### src/rtl/board_wb_arbiter_if.sv
// Wishbone bundle between the board-state requesters, the arbiter and the shared memory slave.
//
// Signals
//   m_cyc, m_stb, m_we     per-requester cycle / strobe / write enable (N_REQ bits)
//   m_adr, m_dat_w         packed per-requester address / write data, requester i at [i*W +: W]
//   m_ack, m_err           per-requester acknowledge / timeout error
//   m_dat_r                read data broadcast to all requesters
//   s_cyc, s_stb, s_we     muxed cycle / strobe / write enable toward the memory slave
//   s_adr, s_dat_w         muxed address / write data toward the memory slave
//   s_ack, s_dat_r         memory slave acknowledge / read data
//
// Modports
//   master  requester + memory side (drives m_* requests and the slave's s_ack/s_dat_r)
//   slave   arbiter side (receives requests, drives the slave port and the responses)
interface board_wb_arbiter_if #(
  parameter int unsigned N_REQ = 3,
  parameter int unsigned AW    = 12,
  parameter int unsigned DW    = 8
) ();

  logic [N_REQ-1:0]    m_cyc;
  logic [N_REQ-1:0]    m_stb;
  logic [N_REQ-1:0]    m_we;
  logic [N_REQ*AW-1:0] m_adr;
  logic [N_REQ*DW-1:0] m_dat_w;
  logic [N_REQ-1:0]    m_ack;
  logic [N_REQ-1:0]    m_err;
  logic [DW-1:0]       m_dat_r;

  logic                s_cyc;
  logic                s_stb;
  logic                s_we;
  logic [AW-1:0]       s_adr;
  logic [DW-1:0]       s_dat_w;
  logic                s_ack;
  logic [DW-1:0]       s_dat_r;

  modport master (
    output m_cyc, m_stb, m_we, m_adr, m_dat_w,
    input  m_ack, m_err, m_dat_r,
    input  s_cyc, s_stb, s_we, s_adr, s_dat_w,
    output s_ack, s_dat_r
  );

  modport slave (
    input  m_cyc, m_stb, m_we, m_adr, m_dat_w,
    output m_ack, m_err, m_dat_r,
    output s_cyc, s_stb, s_we, s_adr, s_dat_w,
    input  s_ack, s_dat_r
  );

endinterface

### src/rtl/board_wb_arbiter.sv
// Shares the board-state memory Wishbone slave between the VGA (0), defuser (1) and planter (2)
// masters. One requester owns the slave at a time; its cycle is muxed onto the slave port and
// ack/err are routed back to it only. A strobe left unacknowledged for TIMEOUT-1 cycles is
// aborted with a one-cycle m_err pulse.
//
// Ports
//   clk    system clock
//   rst    asynchronous, active-high reset
//   bus    board_wb_arbiter_if.slave: requester side (m_*) and memory slave side (s_*)
//   grant  registered one-hot owner, 0 when idle (debug / LEDs)
//
// Configuration
//   BOARD_ARB_ROUND_ROBIN_EN  defined: round-robin, search starts after the last granted index.
//                             undefined: fixed priority, lowest index (VGA) wins.
module board_wb_arbiter #(
  parameter int unsigned N_REQ   = 3,
  parameter int unsigned AW      = 12,
  parameter int unsigned DW      = 8,
  parameter int unsigned TIMEOUT = 16
) (
  input  logic              clk,
  input  logic              rst,
  board_wb_arbiter_if.slave bus,
  output logic [N_REQ-1:0]  grant
);

  localparam int unsigned TW = $clog2(TIMEOUT);
  localparam int unsigned PW = (N_REQ > 1) ? $clog2(N_REQ) : 1;

  typedef enum logic [1:0] {StIdle, StOwn, StAbort} state_e;

  state_e           state_q, state_d;
  logic [N_REQ-1:0] grant_q, grant_d;
  logic [TW-1:0]    tmo_q, tmo_d;

  logic [N_REQ-1:0] win;
  logic             cyc_g, stb_g, we_g;
  logic [AW-1:0]    adr_g;
  logic [DW-1:0]    dat_g;
  logic             tmo_hit;

  // Isolate the lowest set bit.
  function automatic logic [N_REQ-1:0] lowest(input logic [N_REQ-1:0] req);
    return req & (~req + N_REQ'(1));
  endfunction

  // Fields of the current owner, AND-OR muxed from the one-hot grant.
  assign cyc_g = |(bus.m_cyc & grant_q);
  assign stb_g = |(bus.m_stb & grant_q);
  assign we_g  = |(bus.m_we & grant_q);

  always_comb begin
    adr_g = '0;
    dat_g = '0;
    for (int unsigned i = 0; i < N_REQ; i++) begin
      if (grant_q[i]) begin
        adr_g = adr_g | bus.m_adr[i*AW +: AW];
        dat_g = dat_g | bus.m_dat_w[i*DW +: DW];
      end
    end
  end

  // Abort fires on the strobe cycle the counter reaches TIMEOUT-1; a coincident ack wins.
  assign tmo_hit = (state_q == StOwn) && cyc_g && stb_g && !bus.s_ack &&
                   (tmo_q == TW'(TIMEOUT - 1));

`ifdef BOARD_ARB_ROUND_ROBIN_EN
  logic [PW-1:0]    ptr_q, ptr_d;
  logic [N_REQ-1:0] upper;
  logic [PW-1:0]    win_idx;

  // Requests strictly above the last granted index get first pick; otherwise wrap to 0.
  always_comb begin
    upper = '0;
    for (int unsigned i = 0; i < N_REQ; i++) begin
      upper[i] = bus.m_cyc[i] && (PW'(i) > ptr_q);
    end
    win = (|upper) ? lowest(upper) : lowest(bus.m_cyc);
  end

  always_comb begin
    win_idx = '0;
    for (int unsigned i = 0; i < N_REQ; i++) begin
      if (win[i]) begin
        win_idx = PW'(i);
      end
    end
  end

  always_comb begin
    ptr_d = ptr_q;
    if ((state_q == StIdle) && (|bus.m_cyc)) begin
      ptr_d = win_idx;
    end
  end

  always_ff @(posedge clk or posedge rst) begin
    if (rst) begin
      ptr_q <= '0;
    end else begin
      ptr_q <= ptr_d;
    end
  end
`else
  assign win = lowest(bus.m_cyc);
`endif

  // State register.
  always_ff @(posedge clk or posedge rst) begin
    if (rst) begin
      state_q <= StIdle;
      grant_q <= '0;
      tmo_q   <= '0;
    end else begin
      state_q <= state_d;
      grant_q <= grant_d;
      tmo_q   <= tmo_d;
    end
  end

  // Next-state logic.
  always_comb begin
    state_d = state_q;
    grant_d = grant_q;
    tmo_d   = '0;
    unique case (state_q)
      StIdle: begin
        if (|bus.m_cyc) begin
          grant_d = win;
          state_d = StOwn;
        end
      end
      StOwn: begin
        // Ownership is locked until the owner drops cyc; dropping mid-strobe abandons it.
        if (!cyc_g) begin
          state_d = StIdle;
          grant_d = '0;
        end else if (tmo_hit) begin
          state_d = StAbort;
        end else if (stb_g && !bus.s_ack) begin
          tmo_d = tmo_q + TW'(1);
        end
      end
      StAbort: begin
        if (!cyc_g) begin
          state_d = StIdle;
          grant_d = '0;
        end
      end
      default: begin
        state_d = StIdle;
        grant_d = '0;
      end
    endcase
  end

  // Outputs: the slave port only carries the owner's cycle while in StOwn.
  always_comb begin
    bus.s_cyc   = 1'b0;
    bus.s_stb   = 1'b0;
    bus.s_we    = 1'b0;
    bus.s_adr   = '0;
    bus.s_dat_w = '0;
    bus.m_ack   = '0;
    bus.m_err   = '0;
    bus.m_dat_r = bus.s_dat_r;
    if (state_q == StOwn) begin
      bus.s_cyc   = cyc_g;
      bus.s_stb   = cyc_g && stb_g;
      bus.s_we    = we_g;
      bus.s_adr   = adr_g;
      bus.s_dat_w = dat_g;
      bus.m_ack   = grant_q & {N_REQ{cyc_g && bus.s_ack}};
      bus.m_err   = grant_q & {N_REQ{tmo_hit}};
    end
  end

  assign grant = grant_q;

endmodule

### src/flat_wrapper.sv
// flat-port wrapper written by rule: the top's interface ports become plain ports
module board_wb_arbiter_flat 
#(
  parameter int unsigned N_REQ   = 3,
  parameter int unsigned AW      = 12,
  parameter int unsigned DW      = 8,
  parameter int unsigned TIMEOUT = 16
)
  (clk, rst, grant, bus_m_cyc, bus_m_stb, bus_m_we, bus_m_adr, bus_m_dat_w, bus_m_ack, bus_m_err, bus_m_dat_r, bus_s_cyc, bus_s_stb, bus_s_we, bus_s_adr, bus_s_dat_w, bus_s_ack, bus_s_dat_r);
  board_wb_arbiter_if #(.N_REQ(N_REQ), .AW(AW), .DW(DW)) bus_i ();
  input  logic clk;
  input  logic rst;
  output logic [N_REQ-1:0] grant;
  input wire logic [$bits(bus_i.m_cyc)-1:0] bus_m_cyc;
  input wire logic [$bits(bus_i.m_stb)-1:0] bus_m_stb;
  input wire logic [$bits(bus_i.m_we)-1:0] bus_m_we;
  input wire logic [$bits(bus_i.m_adr)-1:0] bus_m_adr;
  input wire logic [$bits(bus_i.m_dat_w)-1:0] bus_m_dat_w;
  output wire logic [$bits(bus_i.m_ack)-1:0] bus_m_ack;
  output wire logic [$bits(bus_i.m_err)-1:0] bus_m_err;
  output wire logic [$bits(bus_i.m_dat_r)-1:0] bus_m_dat_r;
  output wire logic [$bits(bus_i.s_cyc)-1:0] bus_s_cyc;
  output wire logic [$bits(bus_i.s_stb)-1:0] bus_s_stb;
  output wire logic [$bits(bus_i.s_we)-1:0] bus_s_we;
  output wire logic [$bits(bus_i.s_adr)-1:0] bus_s_adr;
  output wire logic [$bits(bus_i.s_dat_w)-1:0] bus_s_dat_w;
  input wire logic [$bits(bus_i.s_ack)-1:0] bus_s_ack;
  input wire logic [$bits(bus_i.s_dat_r)-1:0] bus_s_dat_r;
  assign bus_i.m_cyc = bus_m_cyc;
  assign bus_i.m_stb = bus_m_stb;
  assign bus_i.m_we = bus_m_we;
  assign bus_i.m_adr = bus_m_adr;
  assign bus_i.m_dat_w = bus_m_dat_w;
  assign bus_m_ack = bus_i.m_ack;
  assign bus_m_err = bus_i.m_err;
  assign bus_m_dat_r = bus_i.m_dat_r;
  assign bus_s_cyc = bus_i.s_cyc;
  assign bus_s_stb = bus_i.s_stb;
  assign bus_s_we = bus_i.s_we;
  assign bus_s_adr = bus_i.s_adr;
  assign bus_s_dat_w = bus_i.s_dat_w;
  assign bus_i.s_ack = bus_s_ack;
  assign bus_i.s_dat_r = bus_s_dat_r;
  board_wb_arbiter #(.N_REQ(N_REQ), .AW(AW), .DW(DW), .TIMEOUT(TIMEOUT)) u_core (.clk(clk), .rst(rst), .bus(bus_i), .grant(grant));
endmodule
### config.mk
export PLATFORM = sky130hd
export DESIGN_NAME = board_wb_arbiter_flat
export DESIGN_NICKNAME = d
export VERILOG_FILES = /design/src/rtl/board_wb_arbiter_if.sv /design/src/rtl/board_wb_arbiter.sv /design/src/flat_wrapper.sv
export SDC_FILE = /design/constraint.sdc
export NUM_CORES = 1
export LEC_CHECK = 0
export ABC_AREA = 0
export CAP_MARGIN = 40
export CELL_PAD_IN_SITES_DETAIL_PLACEMENT = 1
export CELL_PAD_IN_SITES_GLOBAL_PLACEMENT = 1
export CORE_MARGIN = 8
export CORE_UTILIZATION = 18
export DETAILED_ROUTE_END_ITERATION = 6
export GPL_TIMING_DRIVEN = 0
export PLACE_DENSITY_LB_ADDON = 0.1
export SLEW_MARGIN = 20
export SYNTH_ARGS = -nofsm -noshare
export SYNTH_HDL_FRONTEND = slang
export SYNTH_SLANG_ARGS = --single-unit
### constraint.sdc
create_clock -name clk -period 5.2 [get_ports clk]
set_clock_uncertainty 0.05 [all_clocks]
set_input_delay 1.04 -clock clk [delete_from_list [all_inputs] [get_ports clk]]
set_output_delay 1.04 -clock clk [all_outputs]
set_load 0.05 [all_outputs]
==> results.md, run 1 <==
- Max VDD drop: 0.362 mV
- Worst r2r src: u_core.grant[0]
- LEAKAGE: 0.844 nW
- Post-route cell area: 2240 µm²
- Drt pass-1 iters: 6
- Synth-to-Final Area Change: 126%
- Grt total ovfl: 0
- Number of global-route vias before repair: approximately 1500
- Register area share after synthesis: between 20% and 30%
- Via/cell ratio: 4.69
- Number of setup buffers added after CTS: 0
- Hold crit path type: reg -> reg
- Critical setup path kind: in -> out
- Hold path start: u_core.tmo_q[0]
- Gr usage total: around 14%
- Min Clock Period, post-route: 4.54 ns
- Height of the die: 90.2 µm
- Clock latency on the worst-skew pair: 0.23 ns
- Post-Syn Instances: ~120
- Synth area leader: a222oi_1
- Synth top area cells: a222oi_1 (23%), dfrtp_1 (23%), nor2b_1 (14%)
- CTS tree: done
- Dpl cell area: 2190 µm²
- Worst reg2reg path endpoint: u_core.tmo_q[3]
- # rows: 27
- R2r setup slk: 3.35 ns
- Unrepaired setup endpoints after global routing: false
- Final Hold Fails: 0
- NumNets Final: roughly 320
- Port Buffers: 111
- Ant diodes: 0
- Hold depth: 1
- Synth cell types: 26
- End of the critical path: bus_m_err[2]
- Area occupied by registers: 225 µm²
- CP endpoint kind: primary output
- Syn avg cell area: 8.33 µm²
- Multi-input gate area: 631 µm²
- Arrival @ worst endpoint: 3.45 ns
- Max Freq: 220 MHz
- Drc violations: 0
- CTS Hold Bufs: 0
- Slew @ Worst Pin: 0.598 ns
- CP Launch Type: input port
- PostCTS Resize Cnt: 0
- First-pass GRT wire length: about 9100 µm
- Final TNS setup: 0 ns
- Initial core utilization: 18.3%
- Layout cells sized above 1: 7.69%
- Relative slew slack: 60.1%
- Dpl hpwl: roughly 4900 µm
- Top_reg_cell synth: dfrtp_1
- Clock Tree Buf Depth: 2
- Syn Nets: approximately 200
- EDFF count, synth: 0
- Die width: approximately 90 µm
- Critical path startpoint: bus_m_cyc[0]
- Fin crit share: 87.3%
- WL final: 5950 µm
- Initial drt markers: 180
- IO Pins: 120
- Total CTS buffers: 3
- Sink Count: 9
- Max H-tree Level: 1
- Initial antenna violation count: 0
- Synth Register Bits: 9
- CTS root buffer: clkbuf_8
- Crit path max fanout: 5
- R2R depth: 6
- Vias: 1435
- Pwr Density: around 440 nW/µm²
- Fin util: 41.4%
- Slew Viols, Final: 0
- Antenna Violating Nets Remaining: 0
- Fillers: about 640
- Final std cells w/o fill: 306
- Avg WL per Cell: 19.4 µm
- Hold Slack: 0.409 ns
- CP required: 4.11 ns
- Die area: 8140 µm²
- GPL Wtd Cong: 0.723
- Asr flop ratio synth: between 90% and 100%
- Final setup violation count: 0
- Largest net degree at the start of global routing: 11
- Post-synth top area share: 23.2%
- Core area: 5410 µm²
- Placed Cells incl. Taps: 302
- Status: finished, final reports clean
- Ys Warns: 0
- Max Cap Viol: 0
- Mapped Area: 991 µm²
- Clock-pin slew on the worst setup and hold paths: about 0.04 ns
==> cell type report <==
type | count | area share [%]
multi-input combinational | 83 | 28.2
buffer | 19 | 4.70
timing repair buffer | 111 | 49.6
clock buffer | 3 | 1.84
tap | 72 | 4.02
inverter | 8 | 1.34
sequential | 9 | 10.1
clock inverter | 1 | 0.224
==> cell usage after synthesis, types with 2 or more instances <==
cell type  count
buf_2          3
and2_1         3
nor2b_1       22
buf_4          8
nor2_1         7
ha_1           4
a21oi_1        4
nand3_1        3
inv_1          8
dfrtp_1        9
or2b_2         2
and3_1         3
clkbuf_1       8
a222oi_1      23
==> worst min-delay path by stage <==
stage,endpoint
5_1_grt,u_core.tmo_q[0]
6_report,u_core.tmo_q[0]
3_5_place_dp,u_core.tmo_q[0]
2_1_floorplan,u_core.tmo_q[0]
4_1_cts,u_core.tmo_q[0]
3_3_place_gp,u_core.tmo_q[0]
==> cells in the final DEF (no fill, tap or decap), drive strengths merged <==
cell,synthesis,routed
clkdlybuf4s50,0,111
a222oi,23,23
nor2b,22,22
clkbuf,8,11
buf,11,11
dfrtp,9,9
inv,8,8
nor2,7,7
a21oi,4,4
ha,4,4
nand3,3,3
and2,3,3
and3,3,3
or2b,2,2
nand2b,1,1
nor3,1,1
a2bb2oi,1,1
o21ai,1,1
mux2i,1,1
nor4,1,1
xnor2,1,1
xor2,1,1
a22oi,1,1
o22ai,1,1
o31ai,1,1
a32o,1,1
clkinv,0,1
==> logic make-up (layout without fill, tap and decap cells) <==
group                    Yosys count  count (layout)  share of synthesized area, %
flip-flops                         9               9                          22.7
multiplexers                       1               1                          1.01
XOR/XNOR                           2               2                          1.77
AO/OA/AOI/OAI                     33              33                          30.4
buffers and inverters             27             142                          13.6
AND/OR/NAND/NOR                   43              43                          25.4
adder cells (fa/ha/maj)            4               4                          5.05
==> sequential cells by signal, summed over array words and instances, names as in the netlist <==
name	flops
u_core.grant	3
u_core.state_q	2
u_core.tmo_q	4
==> routing by layer <==
metal	wire (µm)	track usage, %	up-vias
met5	0	0	-
met4	27	2.08	0
met3	465	3.91	4
met2	2500	21.3	85
met1	2950	18.9	666
li1	-	-	680
==> per-stage QoR <==
step                      total power, mW  worst slack, ns
after floorplan                     0.627             1.72
after global placement              0.922            0.667
after detailed placement            0.921            0.677
after CTS                            1.01            0.677
after global routing                 1.05            0.487
final                               0.996            0.659
==> critical path, stage by stage <==
cell and delay (ns):
clkdlybuf4s50_1 0.54, a222oi_1 0.17, or2b_2 0.37, nor4_1 0.33
and2_1 0.19, clkdlybuf4s50_1 0.80
==> power breakdown <==
part	leakage (nW)	switching (mW)	internal (mW)
clock network	0.0255	0.0286	0.0523
registers	0.121	0.00743	0.0836
logic	0.698	0.514	0.310
total	0.844	0.550	0.446
Note: power is estimated with default switching activity, not from simulation.
==> run 2, diff against run 1 <==
--- a/config.mk
+++ b/config.mk
@@ -10,7 +10,7 @@
 export CELL_PAD_IN_SITES_DETAIL_PLACEMENT = 1
 export CELL_PAD_IN_SITES_GLOBAL_PLACEMENT = 1
 export CORE_MARGIN = 8
-export CORE_UTILIZATION = 18
+export CORE_UTILIZATION = 15
 export DETAILED_ROUTE_END_ITERATION = 6
 export GPL_TIMING_DRIVEN = 0
 export PLACE_DENSITY_LB_ADDON = 0.1
==> constraint.sdc (replaced) <==
create_clock -name clk -period 3.93 [get_ports clk]
set_clock_uncertainty 0.05 [all_clocks]
set_input_delay 0.786 -clock clk [delete_from_list [all_inputs] [get_ports clk]]
set_output_delay 0.786 -clock clk [all_outputs]
set_load 0.05 [all_outputs]
==> results.md, run 2 (synthesis results as in run 1) <==
- Worst r2r src: u_core.grant[0]
- Critical path startpoint: bus_m_cyc[0]
- CP endpoint kind: primary output
- CTS tree: done
- CTS root buffer: clkbuf_8
- Initial drt markers: 112 (-38%)
- Crit path max fanout: 5 (unchanged)
- Port Buffers: 111 (unchanged)
- Sink Count: 9 (unchanged)
- Initial core utilization: 15.5% (-2.8 points)
- Max H-tree Level: 1 (unchanged)
- Final TNS setup: 0 ns (unchanged)
- Min Clock Period, post-route: ~3.8 ns
- Total CTS buffers: 3 (unchanged)
- Die width: 97.3 µm (+7.9%)
- Via/cell ratio: 4.54 (-3.1%)
- Max Cap Viol: 0 (unchanged)
- Final setup violation count: 0 (unchanged)
- Max Freq: 265 MHz
- Gr usage total: 11.5% (-2.3 points)
- CP required: 3.09 ns (-1.02 ns)
- Status: finished, final reports clean
- Largest net degree at the start of global routing: 11 (unchanged)
- Number of global-route vias before repair: 1546 (+4.7%)
- Pre-CTS WS: -0.109 ns (-0.787 ns)
- Clock Tree Buf Depth: 2 (unchanged)
- Hold crit path type: reg -> reg
- Clock-pin slew on the worst setup and hold paths: 0.05 ns (about the same)
- Slew @ Worst Pin: 0.662 ns (+0.0636 ns)
- Synth-to-Final Area Change: 127%
- Setup slack after layout: 0.155 ns (-0.504 ns)
- NumNets Final: 320 (+0.31%)
- Hold Slack: 0.420 ns (+0.0111 ns)
- Commonest non-fill, non-tap cell in the layout: clkdlybuf4s50_1
- Arrival @ worst endpoint: 2.94 ns (-0.51 ns)
- Grt total ovfl: 0 (unchanged)
- Most frequent cells in the layout: clkdlybuf4s50_1 (108), a222oi_1 (23), nor2b_1 (22)
- Ant diodes: 0 (unchanged)
- Most flop-heavy register: u_core.tmo_q
- First-pass GRT wire length: 9070 µm (-0.23%)
- Pwr Density: 590 nW/µm² (+33%)
- Final Hold Fails: 0 (unchanged)
- Drc violations: 0 (unchanged)
- Initial antenna violation count: 0 (unchanged)
- Avg WL per Cell: 18.5 µm (-4.9%)
- IO Pins: 120 (unchanged)
- Drt pass-1 iters: 5 (-1)
- Critical setup path kind: in -> out
- Fin crit share: 96.1%
- Core area: 6390 µm² (+18%)
- Clock latency on the worst-skew pair: 0.23 ns (about the same)
- Die area: 9460 µm² (+16%)
- Unrepaired setup endpoints after global routing: false
- Dpl hpwl: 4670 µm (-5.4%)
- Height of the die: 97.3 µm (+7.9%)
- Antenna Violating Nets Remaining: 0 (unchanged)
- Layout cells sized above 1: 7.66% (-0.033 points)
- CTS Hold Bufs: 0 (unchanged)
- Vias: 1418 (-1.2%)
- LEAKAGE: 0.861 nW (+1.9%)
- GPL Wtd Cong: 0.704 (-2.7%)
- CP Launch Type: input port
- Relative slew slack: 55.9% (-4.2 points)
- WL final: 5770 µm (-3.0%)
- Hold path start: u_core.tmo_q[0]
- Max reg flops: 4 (unchanged)
- Slew Viols, Final: 0 (unchanged)
- # rows: 29 (+7.4%)
- Max VDD drop: 0.259 mV (-29%)
-- run 2: cell types whose count changed in the layout (fill, tap and decap cells not counted), sizes merged --
cell and change:
clkbuf +1, clkdlybuf4s50 -3, buf +1, dlygate4sd2 +3
clkinv -1
-- run 2: routing by layer --
metal | GRT usage [%] | part of all wire, %
met3 | 3.34 | 8.0
met4 | 1.40 | 0.26
met2 | 18.4 | 42
met5 | 0 | 0
met1 | 15.4 | 50
-- run 2: critical path, cell delays in order --
cell	delay, ns
clkdlybuf4s50_1	0.54
a222oi_1	0.15
or2b_2	0.36
inv_1	0.13
and3_1	0.16
clkdlybuf4s50_1	0.80
-- run 2: area by class of cell --
| class | count | area, µm² |
|---|---|---|
| fillers | 751 | 4140 |
| flip-flops and latches | 9 | 225 |
| repair buffers | 112 | 1110 |
| plain buffers | 19 | 105 |
| inverters | 8 | 30.0 |
| multi-input cells | 83 | 631 |
| clock buffers | 4 | 45.0 |
| well taps | 77 | 96.3 |
-- run 2: power by group --
group | total (mW) | internal (mW) | switching (mW)
clock | 0.109 | 0.0709 | 0.0385
combinational | 1.10 | 0.417 | 0.680
sequential | 0.119 | 0.110 | 0.00875
-- run 2: per-stage QoR --
stage | power, mW | cells | utilization [%] | cell area [µm²]
finish | 1.33 | 312 | 35.2 | 2250
global route | 1.41 | 312 | 35.2 | 2250
CTS | 1.34 | 311 | 35.1 | 2240
detailed placement | 1.22 | 307 | 34.4 | 2200
global placement | 1.23 | 307 | 34.4 | 2200
floorplan | 0.829 | 119 | - | 991
-- run 2: path summary, 6_finish.rpt --
check,slack [ns],endpoint,depth (start not counted)
hold / removal,0.42,u_core.tmo_q[0],1
setup reg to reg,2.05,u_core.state_q[0],5
min in group asynchronous,0.78,u_core.tmo_q[1],2
hold reg to reg,0.42,u_core.tmo_q[0],1
max in group asynchronous,2.78,u_core.state_q[0],2
setup / recovery,0.15,bus_m_ack[1],6
-- run 2: timing repair --
action,CTS,global route
gates resized for setup,3,0
setup endpoints to repair,3,3
hold endpoints to repair,0,0
pin swaps,0,1
setup buffers,0,1
==> run 3, diff against run 2 <==
--- a/config.mk
+++ b/config.mk
@@ -12,7 +12,9 @@
 export CORE_MARGIN = 8
 export CORE_UTILIZATION = 15
 export DETAILED_ROUTE_END_ITERATION = 6
+export GPL_ROUTABILITY_DRIVEN = 0
 export GPL_TIMING_DRIVEN = 0
+export HOLD_SLACK_MARGIN = 0.02
 export PLACE_DENSITY_LB_ADDON = 0.1
 export SLEW_MARGIN = 20
 export SYNTH_ARGS = -nofsm -noshare
==> results of run 3 <==
No change in the layout: final DEF, timing and power equal those of run 2.
